`config.mk`:
```
export PLATFORM = sky130hd
export DESIGN_NAME = usb_packet_parser
export DESIGN_NICKNAME = d
export VERILOG_FILES = /design/src/rtl/usb_pkg.sv /design/src/rtl/usb_packet_parser_pid_checker.sv /design/src/rtl/usb_packet_parser.sv
export SDC_FILE = /design/constraint.sdc
export NUM_CORES = 1
export LEC_CHECK = 0
export ABC_AREA = 1
export BUFFER_PORTS_ARGS = -buffer_cell sky130_fd_sc_hd__buf_4
export CORE_ASPECT_RATIO = 0.7
export CORE_UTILIZATION = 38
export CTS_BUF_LIST = sky130_fd_sc_hd__clkbuf_4 sky130_fd_sc_hd__clkbuf_8
export DETAILED_ROUTE_END_ITERATION = 6
export GPL_ROUTABILITY_DRIVEN = 0
export PLACE_DENSITY_LB_ADDON = 0.15
export REMOVE_ABC_BUFFERS = 1
export SLEW_MARGIN = 5
export SYNTH_ARGS = -nofsm -noshare
export SYNTH_HDL_FRONTEND = slang
export SYNTH_HIERARCHICAL = 1
export SYNTH_SLANG_ARGS = --single-unit
```
`constraint.sdc`:
```
create_clock -name clk -period 1.89 [get_ports clk]
set_input_delay 0.4725 -clock clk [delete_from_list [all_inputs] [get_ports clk]]
set_output_delay 0.4725 -clock clk [all_outputs]
set_load 0.05 [all_outputs]
```
`src/rtl/usb_pkg.sv`:
```
// ---------------------------------------------------------------------------
// usb_pkg : PID codes, parser state encoding and PID classes for the USB parser
// Revision: 1.0
// ---------------------------------------------------------------------------
`default_nettype none

package usb_pkg;

   localparam int MAX_DATA_BYTES = 66;

   localparam logic [3:0] PID_OUT   = 4'b0001;
   localparam logic [3:0] PID_IN    = 4'b1001;
   localparam logic [3:0] PID_SETUP = 4'b1101;
   localparam logic [3:0] PID_DATA0 = 4'b0011;
   localparam logic [3:0] PID_DATA1 = 4'b1011;
   localparam logic [3:0] PID_ACK   = 4'b0010;
   localparam logic [3:0] PID_NAK   = 4'b1010;
   localparam logic [3:0] PID_STALL = 4'b1110;

   typedef enum logic [2:0] {
      ST_IDLE     = 3'd0,
      ST_READ_PID = 3'd1,
      ST_TOKEN1   = 3'd2,
      ST_TOKEN2   = 3'd3,
      ST_DATA     = 3'd4,
      ST_HSHAKE   = 3'd5,
      ST_DONE     = 3'd6,
      ST_ERR      = 3'd7
   } state_t;

   typedef enum logic [1:0] {
      PC_TOKEN   = 2'd0,
      PC_DATA    = 2'd1,
      PC_HSHAKE  = 2'd2,
      PC_ILLEGAL = 2'd3
   } pid_class_t;

endpackage

`default_nettype wire

```
`src/rtl/usb_packet_parser_pid_checker.sv`:
```
// ---------------------------------------------------------------------------
// pid_checker : combinational PID byte check (nibble complement) and classifier
// Revision: 1.0
// ---------------------------------------------------------------------------
`default_nettype none

module pid_checker
   import usb_pkg::*;
(
   input  logic [7:0] i_byte,
   output logic       o_valid,
   output pid_class_t o_class
);

   always_comb begin
      o_valid = (i_byte[7:4] == ~i_byte[3:0]);
      case (i_byte[3:0])
         PID_OUT, PID_IN, PID_SETUP: o_class = PC_TOKEN;
         PID_DATA0, PID_DATA1:       o_class = PC_DATA;
         PID_ACK, PID_NAK, PID_STALL: o_class = PC_HSHAKE;
         default:                    o_class = PC_ILLEGAL;
      endcase
   end

endmodule

`default_nettype wire

```
`src/rtl/usb_packet_parser.sv`:
```
// ---------------------------------------------------------------------------
// usb_packet_parser : pops receiver FIFO bytes and decodes token/data/handshake
// Revision: 1.0
// ---------------------------------------------------------------------------
`default_nettype none

module usb_packet_parser
   import usb_pkg::*;
(
   input  logic       clk,
   input  logic       n_rst,
   input  logic       rcving,
   input  logic       empty,
   input  logic [7:0] r_data,
   input  logic       r_error,
   output logic       r_enable,
   output logic [3:0] pid,
   output logic [6:0] addr,
   output logic [3:0] endp,
   output logic [7:0] data_out,
   output logic       data_valid,
   output logic [6:0] byte_cnt,
   output logic       pkt_done,
   output logic       pkt_error
);

   state_t     r_state;
   state_t     w_next;
   logic       w_pid_valid;
   pid_class_t w_pid_class;
   logic       w_rx_over;

   assign w_rx_over = !rcving && empty;

   pid_checker u_pid_checker (
      .i_byte  (r_data),
      .o_valid (w_pid_valid),
      .o_class (w_pid_class)
   );

   always_comb begin
      w_next   = r_state;
      r_enable = 1'b0;
      case (r_state)
         ST_IDLE: begin
            if (rcving || !empty) w_next = ST_READ_PID;
         end
         ST_READ_PID: begin
            if (!empty) begin
               r_enable = 1'b1;
               if (!w_pid_valid) begin
                  w_next = ST_ERR;
               end else begin
                  case (w_pid_class)
                     PC_TOKEN:  w_next = ST_TOKEN1;
                     PC_DATA:   w_next = ST_DATA;
                     PC_HSHAKE: w_next = ST_HSHAKE;
                     default:   w_next = ST_ERR;
                  endcase
               end
            end else if (w_rx_over) begin
               // receiver gave up before any PID byte arrived
               w_next = ST_ERR;
            end
         end
         ST_TOKEN1: begin
            if (!empty) begin
               r_enable = 1'b1;
               w_next   = ST_TOKEN2;
            end else if (w_rx_over) begin
               w_next = ST_ERR;
            end
         end
         ST_TOKEN2: begin
            if (!empty) begin
               r_enable = 1'b1;
               w_next   = ST_DONE;
            end else if (w_rx_over) begin
               w_next = ST_ERR;
            end
         end
         ST_DATA: begin
            if (!empty) begin
               r_enable = 1'b1;
               if (byte_cnt == 7'(MAX_DATA_BYTES)) w_next = ST_ERR;
            end else if (w_rx_over) begin
               w_next = (byte_cnt >= 7'd2) ? ST_DONE : ST_ERR;
            end
         end
         ST_HSHAKE: begin
            if (!empty)       w_next = ST_ERR;
            else if (!rcving) w_next = ST_DONE;
         end
         ST_DONE: begin
            if (!rcving) w_next = ST_IDLE;
         end
         ST_ERR: begin
            r_enable = !empty;
            if (w_rx_over) w_next = ST_IDLE;
         end
         default: w_next = ST_IDLE;
      endcase

      // a receiver error overrides everything; ERR keeps draining meanwhile
      if (r_error && (r_state != ST_IDLE)) begin
         w_next = ST_ERR;
         if (r_state != ST_ERR) r_enable = 1'b0;
      end
   end

   always_ff @(posedge clk or negedge n_rst) begin
      if (!n_rst) begin
         r_state    <= ST_IDLE;
         pid        <= 4'd0;
         addr       <= 7'd0;
         endp       <= 4'd0;
         data_out   <= 8'd0;
         data_valid <= 1'b0;
         byte_cnt   <= 7'd0;
         pkt_done   <= 1'b0;
         pkt_error  <= 1'b0;
      end else begin
         r_state    <= w_next;
         data_valid <= 1'b0;
         pkt_done   <= (w_next == ST_DONE) && (r_state != ST_DONE);
         pkt_error  <= (w_next == ST_ERR) && (r_state != ST_ERR);
         if ((r_state == ST_IDLE) && (w_next == ST_READ_PID)) byte_cnt <= 7'd0;
         if (r_enable) begin
            case (r_state)
               ST_READ_PID: begin
                  if (w_pid_valid && (w_pid_class != PC_ILLEGAL)) pid <= r_data[3:0];
               end
               ST_TOKEN1: begin
                  addr    <= r_data[6:0];
                  endp[0] <= r_data[7];
               end
               ST_TOKEN2: begin
                  endp[3:1] <= r_data[2:0];
               end
               ST_DATA: begin
                  // the overflowing byte is popped but never forwarded
                  if (w_next == ST_DATA) begin
                     data_out   <= r_data;
                     data_valid <= 1'b1;
                     byte_cnt   <= byte_cnt + 7'd1;
                  end
               end
               default: ;
            endcase
         end
      end
   end

endmodule

`default_nettype wire

```
==> results.md, run 1 <==
- Setup crit end kind: output port
- Mapped Area: 0.00212 mm2
- Routed WL: 5.41 mm
- DR DRC count: 0
- Layout cell share with drive strength beyond 1: 35.1%
- M1 GR Usage: 27.7%
- Rows: 22
- Total GRT Usage: 19.4%
- Hpwl dp: 3.74 mm
- Avg Inst Size Synth: 7.47 um2
- First-pass GRT wire length: 8.97 mm
- Hold Path Class: in2async
- GR peak layer: met2
- Vias in the first global route: 1,857
- Peak VDD IR: 0.000783 V
- Synth Instances: 284
- CORE AREA: 0.00531 mm2
- DRT Pass-1 Iters: 4
- Pwr/cell area: 1420 mW/mm2
- Clock Sinks: 36
- Fillers: 516
- Seq cells post-synth: 36
- Depth of the most critical reg-to-reg path: 12
- Routing usage on met2: 29.5%
- Area share of fa/ha/maj cells after synthesis: 4.13%
- Dpl ws: -0.454 ns
- Largest net degree at the start of global routing: 37
- Nets: 378
- CTS tree: done
- Period utilisation layout: 101%
- H-Tree Level Count: 2
- Largest family of logic cells by synthesized area: simple AND/OR/NAND/NOR gates
- Wire per inst: 12.5 um
- Mux contribution to synthesized area: 0%
- Final Skew: 0.00578 ns
- Area grow syn2layout: 41.8%
- DIE AREA: 0.00589 mm2
- Max-slew headroom: 68.5%
- Most frequent cells in the layout: 80 x nand2_1, 71 x buf_4, 38 x inv_1
- Arrival time worst endpoint: 1.44 ns
- YS warnings: 6
- Critical Path Fanout Max: 7
- Comb power frac: 56.2%
- Failing checks: negative setup slack
- Compound-cell area share of the yosys netlist: 5.60%
- Effective utilization at floorplan: 39.9%
- Input/output buffers: 46
- Status: finished, violations left
- Psw: 2.08 mW
- Simple-Gate Fraction of Synth Area: 34.9%
- Setup Viol. Count Final: 5
- Initial antenna violation count: 0
- Final Critical Period: 1.92 ns
- Vias: 2,049
- RSZ-0062 raised after global routing: true
- Slack of the critical path: -0.0257 ns
- TNS Setup: -0.0550 ns
- Worst-path clk slew: 0.08 ns
- Slew @ Worst Pin: 0.473 ns
- N_diodes: 0
- Clock Latency Late Sink: 0.29 ns
- Internal: 2.18 mW
- DIE WIDTH: 91.3 um
- Slew Viols, Final: 0
- Io pins: 47
- Initial drt markers: 73
- M3 GR Usage: 4.58%
- Total gr overflow: 0
- Crit Path Category: reg2out
- Post-DRT Antenna Nets: 0
- Via-to-Cell Ratio: 4.75
- P_leak: 1.65 nW
- Xor and xnor fraction of the mapped netlist area: 2.06%
- CP startpoint: r_state[2]
- Part of the power in registers: 27.6%
- Longest Clk Path Bufs: 2
- CTS buffer count: 5
- Die height: 64.5 um
- Hold Fails Final Rpt: 0
- Most common cell after layout, fill and taps aside: nand2_1
- WP data required: 1.42 ns
- Sw Ratio: 48.8%
- Max Cap Viol: 0
- Sequential cell area fraction in the yosys report: 42.5%
- Fmax: 522 MHz
- Critical R2R Launch: byte_cnt[0]
- CP Launch Type: flip-flop
- Root buf cell: clkbuf_8
- Clk network pwr share: 16.2%
- Unique masters post-synth: 27
[repair_timing]
item,in CTS,in global routing
endpoints found under the setup margin,17,19
hold buffers,0,0
setup buffers,3,3
gates resized for setup,20,22
hold endpoints to repair,0,0
cloned,1,0
pin swaps,7,15
[power by group through the flow]
stage	Combinational, mW	Sequential (mW)	Clock [mW]
after CTS	2.31	1.18	0.699
after floorplan	0.715	1.90	0
after global routing	2.57	1.21	0.726
after global placement	2.12	1.20	0
after detailed placement	2.14	1.20	0
final	2.40	1.18	0.690
[path summary, 6_finish.rpt]
path                                to  slack [ns]
setup / recovery              r_enable       -0.03
hold / removal             data_out[7]        0.14
setup reg to reg           data_out[3]        0.11
hold reg to reg            data_out[6]        0.47
max in group asynchronous   r_state[0]        1.40
min in group clk               endp[0]        0.45
[synthesized netlist by cell type (all sizes together)]
master,count,area [um2]
clkbuf,2,7.51
or2,1,6.26
o21bai,1,7.51
dfrtp,36,901
nor2,28,135
o22ai,1,6.26
nand3,18,108
inv,46,173
ha,7,87.6
nor3,7,35.0
o21ai,17,85.1
buf,6,46.3
nand2,85,319
a21oi,4,20.0
xor2,5,43.8
clkinv,1,3.75
nand4,17,121
nand3b,2,15.0
[per-layer routing]
layer | wire length, um | share of wire, %
met1 | 2850 | 53
met5 | 0 | 0
met2 | 2190 | 41
met3 | 288 | 5.3
met4 | 74 | 1.4
[per-stage QoR]
step / hold slack (ns) / utilization (%) / instances / power, mW / area [um2]
floorplan: 0.177 / - / 276 / 2.62 / 2070
global placement: 0.459 / 50.2 / 416 / 3.32 / 2670
detailed placement: 0.461 / 50.2 / 416 / 3.34 / 2670
CTS: 0.146 / 54.4 / 428 / 4.19 / 2890
global route: 0.160 / 56.6 / 431 / 4.51 / 3010
finish: 0.137 / 56.6 / 431 / 4.26 / 3010
[logic make-up after synthesis]
group	Yosys count
adders and majority gates	7
DFF	36
xor gates and xnor gates	5
buffers and inverters	55
and+or+nand+nor	158
AOI/OAI and AO/OA	23
[sequential cells by signal, summed over array words and instances (netlist names)]
register and cells:
data_valid 1, data_out 8, r_state 3, byte_cnt 7, pkt_done 1, pid 4, pkt_error 1, endp 4
addr 7
[critical path, cell delays in order, from the launching register on]
cell     delay (ns)
dfrtp_2        0.42
inv_2          0.09
a21oi_1        0.25
nand3_4        0.15
inv_4          0.10
buf_8          0.14
[cell type report]
| class | count | area, um2 | area share [%] |
|---|---|---|---|
| tap | 72 | 90.1 | 3.00 |
| inverter | 47 | 181 | 6.03 |
| multi-input combinational | 194 | 1140 | 38.1 |
| sequential | 36 | 905 | 30.1 |
| timing repair buffer | 74 | 574 | 19.1 |
| clock inverter | 3 | 42.5 | 1.41 |
| clock buffer | 5 | 68.8 | 2.29 |
No activity file was read; power rests on OpenSTA's default activity.
==> inputs of run 2 (changes only) <==
--- a/config.mk
+++ b/config.mk
@@ -12,6 +12,7 @@
 export CTS_BUF_LIST = sky130_fd_sc_hd__clkbuf_4 sky130_fd_sc_hd__clkbuf_8
 export DETAILED_ROUTE_END_ITERATION = 6
 export GPL_ROUTABILITY_DRIVEN = 0
+export MAX_ROUTING_LAYER = met4
 export PLACE_DENSITY_LB_ADDON = 0.15
 export REMOVE_ABC_BUFFERS = 1
 export SLEW_MARGIN = 5
==> run 2 against run 1 <==
- the run still ends with negative setup slack left
- final cell count unchanged
- clock power about the same
- first-iteration DRC count up 8.2%
- flip-flop and latch count unchanged
- critical path type unchanged
- highest routed layer unchanged
==> results.md, run 2 (synthesis results as in run 1) <==
- Status: finished, violations left
- Failing checks: negative setup slack
- Nets: 378
- Total GRT Usage: 20.0%
- Biggest register: data_out
- Setup Viol. Count Final: 6
- Worst R2R End: data_out[3]
- Slew Viols, Final: 0
- Input/output buffers: 46
- Area grow syn2layout: 41.8%
- Clock Latency Late Sink: 0.29 ns
- Initial drt markers: 79
- Hold Path Class: in2async
- CTS buffer count: 5
- DIE WIDTH: 91.3 um
- DR WL met3: 275 um
- CP Launch Type: flip-flop
- Peak VDD IR: 0.000784 V
- Worst Setup EP: r_enable
- Post-Route M1 WL: 2.85 mm
- Hpwl dp: 3.74 mm
- Max reg flops: 8
- Period utilisation layout: 101%
- Routed WL: 5.38 mm
- Final Skew: 0.00546 ns
- Max layer used: met4
- Vias: 2,041
- Max-slew headroom: 69.5%
- Rows: 22
- Total gr overflow: 0
- WP data required: 1.42 ns
- Fmax: 522 MHz
- Initial antenna violation count: 0
- Max Cap Viol: 0
- Effective utilization at floorplan: 39.9%
- DR DRC count: 0
- Worst R2R Setup Slack: 0.10 ns
- Root buf cell: clkbuf_8
- Wire per inst: 12.5 um
- CTS tree: done
- Slack of the critical path: -0.0253 ns
- Pwr/cell area: 1420 mW/mm2
- Critical Path Fanout Max: 7
- N_diodes: 0
- Via-to-Cell Ratio: 4.74
- Cts hold-fix bufs: 0
- Post-DRT Antenna Nets: 0
- Dpl ws: -0.454 ns
- First-pass GRT wire length: 8.98 mm
- Setup crit end kind: output port
- Io pins: 47
- Critical R2R Launch: byte_cnt[0]
- RSZ-0062 raised after global routing: true
- CORE AREA: 0.00531 mm2
- Largest regs: data_out (8), addr (7), byte_cnt (7)
- Most frequent cells in the layout: 80 x nand2_1, 71 x buf_4, 38 x inv_1
- Most common cell after layout, fill and taps aside: nand2_1
- Worst-path clk slew: 0.08 ns
- DRT Pass-1 Iters: 4
- Largest net degree at the start of global routing: 37
- Crit Path Category: reg2out
- DIE AREA: 0.00589 mm2
- Layout cell share with drive strength beyond 1: 35.1%
- Arrival time worst endpoint: 1.44 ns
- Hold Fails Final Rpt: 0
- Final Critical Period: 1.92 ns
- CP startpoint: r_state[2]
- Die height: 64.5 um
- Longest Clk Path Bufs: 2
- Clock Sinks: 36
- Depth of the most critical reg-to-reg path: 12
- Met2 wire len: 2.18 mm
- P_leak: 1.65 nW
- Slew @ Worst Pin: 0.458 ns
- Vias in the first global route: 1,854
- H-Tree Level Count: 2
- Fillers: 516
- Power Total: 4.27 mW
## run 2: cell counts in the layout (fill, tap and decap cells not counted)
Identical to the previous run, type by type.
## run 2: worst min path at each step
stage,endpoint,cells past startpoint,slack (ns)
2_1_floorplan,addr[0],0,0.18
3_3_place_gp,addr[3],1,0.46
3_5_place_dp,addr[3],1,0.46
4_1_cts,data_out[6],1,0.15
5_1_grt,data_out[6],1,0.16
6_report,data_out[6],1,0.13
## run 2: worst max-delay path, cell delays in order (launching register included)
cell and delay, ns:
dfrtp_2 0.42, inv_2 0.09, a21oi_1 0.25, nand3_4 0.15
inv_4 0.10, buf_8 0.14
## run 2: per-stage QoR
step                util, %  cell area [um2]  hold slack (ns)  instances  TNS, ns
floorplan                 -             2070            0.177        276    -4.66
global placement       50.2             2670            0.459        416    -8.22
detailed placement     50.2             2670            0.461        416    -8.82
CTS                    54.4             2890            0.146        428  -0.0856
global route           56.6             3010            0.161        431    -1.49
finish                 56.6             3010            0.130        431  -0.0721
## run 2: repair_timing
action	CTS	global route
pin swaps	7	15
setup endpoints to repair	17	19
buffers inserted	3	3
gates resized for setup	20	22
gates cloned	1	0
## run 2: final cells by class
cell class | count | area, um2 | area share (%)
Inverter | 47 | 181 | 6.03
Sequential cell | 36 | 905 | 30.1
Tap cell | 72 | 90.1 | 3.00
Clock buffer | 5 | 68.8 | 2.29
Timing Repair Buffer | 74 | 574 | 19.1
Clock inverter | 3 | 42.5 | 1.41
Multi-Input combinational cell | 194 | 1140 | 38.1
## run 2: power breakdown
part           switching [mW]  internal [mW]  total (mW)
sequential              0.169           1.01        1.18
clock                   0.300          0.391       0.690
combinational            1.62          0.782        2.40
total                    2.08           2.18        4.27
## run 2: routing by layer
layer  vias to the layer above  global-route usage (%)
met5                         -                       -
met4                         0                    5.36
met3                         9                    4.46
met2                        55                    29.5
met1                       926                    27.9
li1                       1051                       -
